**src/rtl/interrupt_collector.sv**
```systemverilog
// rtl/interrupt_collector.sv - round-robin interrupt source arbiter feeding the TLX interrupt stage
module interrupt_collector #(
  parameter int NSRC = 4,
  parameter int CTXW = 9
) (
  input  logic                 clk,
  input  logic                 rst_n,
  input  logic [NSRC-1:0]      src_req,
  input  logic [NSRC*64-1:0]   src_obj,
  input  logic [NSRC*CTXW-1:0] src_ctx,
  output logic [NSRC-1:0]      src_ack,
  output logic                 interrupt,
  output logic [63:0]          interrupt_src,
  output logic [8:0]           interrupt_ctx,
  input  logic                 interrupt_ack,
  output logic [31:0]          intr_count,
  output logic                 busy
);

  localparam int IW = $clog2(NSRC);

  typedef enum logic [1:0] {
    IDLE    = 2'd0,
    ISSUE   = 2'd1,
    RELEASE = 2'd2
  } state_t;

  state_t          state;
  logic [IW-1:0]   rr_ptr;
  logic [IW-1:0]   grant;
  logic [IW-1:0]   pick;
  logic [IW-1:0]   next_ptr;
  logic [IW:0]     cand;
  logic            any_req;
  logic [63:0]     pick_obj;
  logic [CTXW-1:0] pick_ctx;

  // Round-robin pick: scan downward so the candidate closest to rr_ptr wins last.
  always_comb begin
    any_req = 1'b0;
    pick    = '0;
    cand    = '0;
    for (int k = NSRC - 1; k >= 0; k--) begin
      cand = {1'b0, rr_ptr} + (IW+1)'(k);
      if (cand >= (IW+1)'(NSRC)) begin
        cand = cand - (IW+1)'(NSRC);
      end
      if (src_req[cand[IW-1:0]]) begin
        any_req = 1'b1;
        pick    = cand[IW-1:0];
      end
    end
  end

  assign pick_obj = src_obj[64*int'(pick) +: 64];
  assign pick_ctx = src_ctx[CTXW*int'(pick) +: CTXW];
  assign next_ptr = (pick == IW'(NSRC - 1)) ? '0 : pick + 1'b1;

  // Grant/issue/release handshake with the TLX stage; all outputs registered.
  always_ff @(posedge clk or negedge rst_n) begin
    if (!rst_n) begin
      state         <= IDLE;
      rr_ptr        <= '0;
      grant         <= '0;
      interrupt     <= 1'b0;
      interrupt_src <= '0;
      interrupt_ctx <= '0;
      src_ack       <= '0;
      intr_count    <= '0;
      busy          <= 1'b0;
    end else begin
      src_ack <= '0;
      case (state)
        IDLE: begin
          if (any_req) begin
            grant         <= pick;
            rr_ptr        <= next_ptr;
            interrupt_src <= pick_obj;
            interrupt_ctx <= 9'(pick_ctx);
            interrupt     <= 1'b1;
            busy          <= 1'b1;
            state         <= ISSUE;
          end
        end
        ISSUE: begin
          if (interrupt_ack) begin
            interrupt      <= 1'b0;
            src_ack[grant] <= 1'b1;
            if (intr_count != 32'hFFFF_FFFF) begin
              intr_count <= intr_count + 32'd1;
            end
            state <= RELEASE;
          end
        end
        RELEASE: begin
          // Hold off until the TLX stage drops its ack so it never sees a new request early.
          if (!interrupt_ack) begin
            busy  <= 1'b0;
            state <= IDLE;
          end
        end
        default: begin
          interrupt <= 1'b0;
          busy      <= 1'b0;
          state     <= IDLE;
        end
      endcase
    end
  end

endmodule

```
**config.mk**
```make
export PLATFORM = sky130hd
export DESIGN_NAME = interrupt_collector
export DESIGN_NICKNAME = d
export VERILOG_FILES = /design/src/rtl/interrupt_collector.sv
export SDC_FILE = /design/constraint.sdc
export NUM_CORES = 1
export LEC_CHECK = 0
export BUFFER_PORTS_ARGS = -buffer_cell sky130_fd_sc_hd__buf_2
export CAP_MARGIN = 20
export CORE_AREA = 2 2 159 161
export CTS_BUF_LIST = sky130_fd_sc_hd__clkbuf_16
export DETAILED_ROUTE_END_ITERATION = 7
export DIE_AREA = 0 0 161 163
export GPL_ROUTABILITY_DRIVEN = 0
export SKIP_CTS_REPAIR_TIMING = 1
export SYNTH_ARGS = -nofsm -noshare
export SYNTH_HDL_FRONTEND = slang
export SYNTH_SLANG_ARGS = --single-unit
```
**constraint.sdc**
```tcl
create_clock -name clk -period 2.1 [get_ports clk]
set_input_delay 0.525 -clock clk [delete_from_list [all_inputs] [get_ports clk]]
set_output_delay 0.525 -clock clk [all_outputs]
set_load 0.05 [all_outputs]
```
==> impl_metrics.yaml <==
final_layout:
  diodes: 0
  fin_util: 0.404
  final_nets: 1350
  area.growth.synth_to_final_pct: 50.7
  fillers: 2467
  design_area_um2: 9970
  drive_gt1_frac: 0.482
route:
  drt-total-wl_mm: 24.5
  drc: 0
  dr.pass1.iters: 5
  routedWlPerCell_um: 17.6
  num_vias: 6723
  viasPerCell: 4.83
  drtIter0Drc: 384
  antenna_left: 0
pwr:
  cellLeakagePower_nw: 5.26
  p_per_area_nw_per_um2: 1470
  vdd_ir_drop_max_v: 0.000784
cts:
  htreeDepth: 4
  clk_path_buf_depth: 2
  cts_tree: "done"
  root_buffer: "clkbuf_16"
  clock-sinks: 117
  cts_inserted_buffers: 17
  insertion_delay_ns: 0.41
  cts.reportedPaths.clkPinSlew_ns: 0.06
worst_setup_path:
  r2r-start: "rr_ptr[1]"
  reg2regPathDepth: 7
  startpoint: "rr_ptr[1]"
  rrSetupSlack_ns: 0.08
  cp-start-kind: "flop"
  path_depth: 7
  arrival_ns: 2.29
  crit_path_end: "interrupt_src[7]"
  critPathRequiredTime_ns: 2.37
  cp_num_buf_inv: 3
  crit_fanout: 23
  setup.worst_path.class: "flop to flop"
  critPathTopFamily: "buffers and inverters"
  cp-end-kind: "flop"
  max_stage_delay_ns: 0.44
  r2r-end: "interrupt_src[7]"
  crit_chain: "mux2i_1 -> a211oi_4 -> buf_12 -> buf_16 -> buf_4 -> mux2i_2 -> o221ai_1"
  slowest_stage: "dfrtp_2"
synthesis:
  syn_area_per_cell_um2: 10.7
  synth_top_cells_by_area: "dfrtp_1 44%, mux2i_1 22%, o221ai_1 9.5%"
  netlist.area_leader.share: 0.443
  syn_inst: 616
  ys.flop_type: "dfrtp_1"
  syn_nets: 916
  synth_cell_types: 45
  yosysWarnings: 0
  syn_area_um2: 6620
  synth-edff-count: 0
  ys_seq_area_frac: 0.443
  netlist.top_cell.by_area: "dfrtp_1"
  async_flop_share: 1.00
  synth-seq-cells: 117
timing:
  finalCritPeriodShare: 0.961
  tns_ns: 0
  period_minus_slack_ns: 2.02
  worst_pin_slew_ns: 0.495
  drv_slew: 0
  fmax_mhz: 495
  skew_ns: 0.0134
  finalSetupViolations: 0
  max-slew-margin-rel: 0.668
  finalHoldViolations: 0
  fin_ws_ns: 0.0818
die:
  die_h_um: 163
  ioPinCount: 410
  die_area_um2: 26200
  rows: 58
  die_x_um: 161
  fp.coreArea_um2: 24700
  initial_core_util: 0.268
grt:
  antenna_found_initial: 4
  track_usage: 0.178
  grt_start_max_net_pins: 51
  grt_overflow: 0
  grt_pass1_wl_mm: 36.4
  grt_pass1_vias: 6503
run_status:
  status: "finished, final reports clean"
job:
  drv_cap: 0
place:
  numPortBuffers: 409
  dp_hpwl_mm: 19.1
  post-place-ws_ns: -0.139
  post_dp_cell_area_um2: 9380
min_path:
  hold_class: "input pin to asynchronous set/reset pin"
-- registers in the layout, summed over array words and instances, names as in the netlist --
register       cells
interrupt_src     64
busy               1
rr_ptr             2
grant              2
state              2
intr_count        32
interrupt_ctx      9
interrupt          1
src_ack            4
-- layer usage --
metal  vias to the layer above  part of all wire  global-route usage
li1                       3172                 -                   -
met1                      3185              0.42               0.232
met2                       321              0.48               0.287
met3                        37             0.072              0.0461
met4                         8             0.019              0.0625
met5                         -            0.0021                   0
-- logic make-up after synthesis --
family / Yosys count / share of synthesized area
AND/OR/NAND/NOR: 180 / 0.134
multiplexers: 148 / 0.224
flip-flops: 117 / 0.443
AO/OA/AOI/OAI: 88 / 0.116
buffers and inverters: 49 / 0.0376
XOR/XNOR: 33 / 0.0437
adder cells (fa/ha/maj): 1 / 0.00189
-- per-stage QoR --
stage / hold slack, ns / cells / power, mW
after floorplan: 0.229 / 616 / 9.41
after global placement: 0.464 / 1359 / 11.9
after detailed placement: 0.467 / 1359 / 12.0
after CTS: 0.0707 / 1391 / 14.7
after global routing: 0.0832 / 1393 / 15.5
final: 0.0652 / 1393 / 14.7
-- synth_stat cells, types with 3 or more instances --
cell type,instances
clkbuf_1,18
mux2i_1,146
and4_1,3
buf_4,13
o211ai_1,3
xor2_1,7
xnor2_1,26
nor2_1,16
nand3_1,16
nor3_1,8
nor4_1,3
nand4_1,9
o221ai_1,72
and3_1,7
dfrtp_1,117
nand3_2,3
buf_2,13
nand2_1,97
inv_1,5
-- placed cells by master, fill, tap and decap left out, drive strengths merged, types with 2 or more instances in the layout --
| cell type | netlist | routed |
|---|---|---|
| inv | 5 | 10 |
| xor2 | 7 | 7 |
| and4 | 3 | 3 |
| o21a | 2 | 2 |
| nor2 | 16 | 16 |
| o21ai | 3 | 3 |
| and3 | 7 | 7 |
| nand3 | 19 | 19 |
| nor3 | 8 | 8 |
| nand2 | 97 | 97 |
| nor4 | 5 | 5 |
| o211ai | 3 | 3 |
| nand4 | 11 | 11 |
| mux2 | 2 | 2 |
| mux2i | 146 | 146 |
| buf | 26 | 458 |
| xnor2 | 26 | 26 |
| or3 | 2 | 2 |
| clkbuf | 18 | 18 |
| dfrtp | 117 | 117 |
| o221ai | 72 | 72 |
| a21oi | 2 | 2 |
| clkinv | 0 | 8 |
| nand2b | 2 | 2 |
| nor3b | 2 | 2 |
| a211oi | 3 | 3 |
-- worst min-delay path by stage --
| stage | from | end | slack [ns] | cells after the start |
|---|---|---|---|---|
| after floorplan | rst_n | busy | 0.23 | 0 |
| after global placement | interrupt_src[0] | interrupt_src[0] | 0.46 | 2 |
| after detailed placement | interrupt_src[29] | interrupt_src[29] | 0.47 | 2 |
| after CTS | rst_n | intr_count[9] | 0.07 | 1 |
| after global routing | rst_n | intr_count[10] | 0.08 | 1 |
| final | rst_n | intr_count[9] | 0.07 | 1 |
-- final cells by class --
cell class	instances	area (µm²)	share of cell area
well taps	330	413	0.0414
flip-flops and latches	117	2940	0.295
inverters	5	18.8	0.00188
clock inverters	15	103	0.0103
multi-input cells	450	3470	0.348
repair buffers	459	2600	0.261
clock buffers	17	425	0.0427
-- worst reg2reg max path, cell delays in order, from the launching register on --
cell and delay, ns:
dfrtp_2 0.44, mux2i_1 0.17, a211oi_4 0.30, buf_12 0.17, buf_16 0.19, buf_4 0.21
mux2i_2 0.27, o221ai_1 0.15
-- report_power, final --
| part | internal [mW] | switching, mW | leakage [nW] | total, mW |
|---|---|---|---|---|
| combinational | 2.79 | 5.51 | 3.52 | 8.30 |
| sequential | 3.12 | 0.627 | 1.47 | 3.75 |
| clock | 1.59 | 1.04 | 0.280 | 2.63 |
Note: power is estimated with default switching activity, not from simulation.
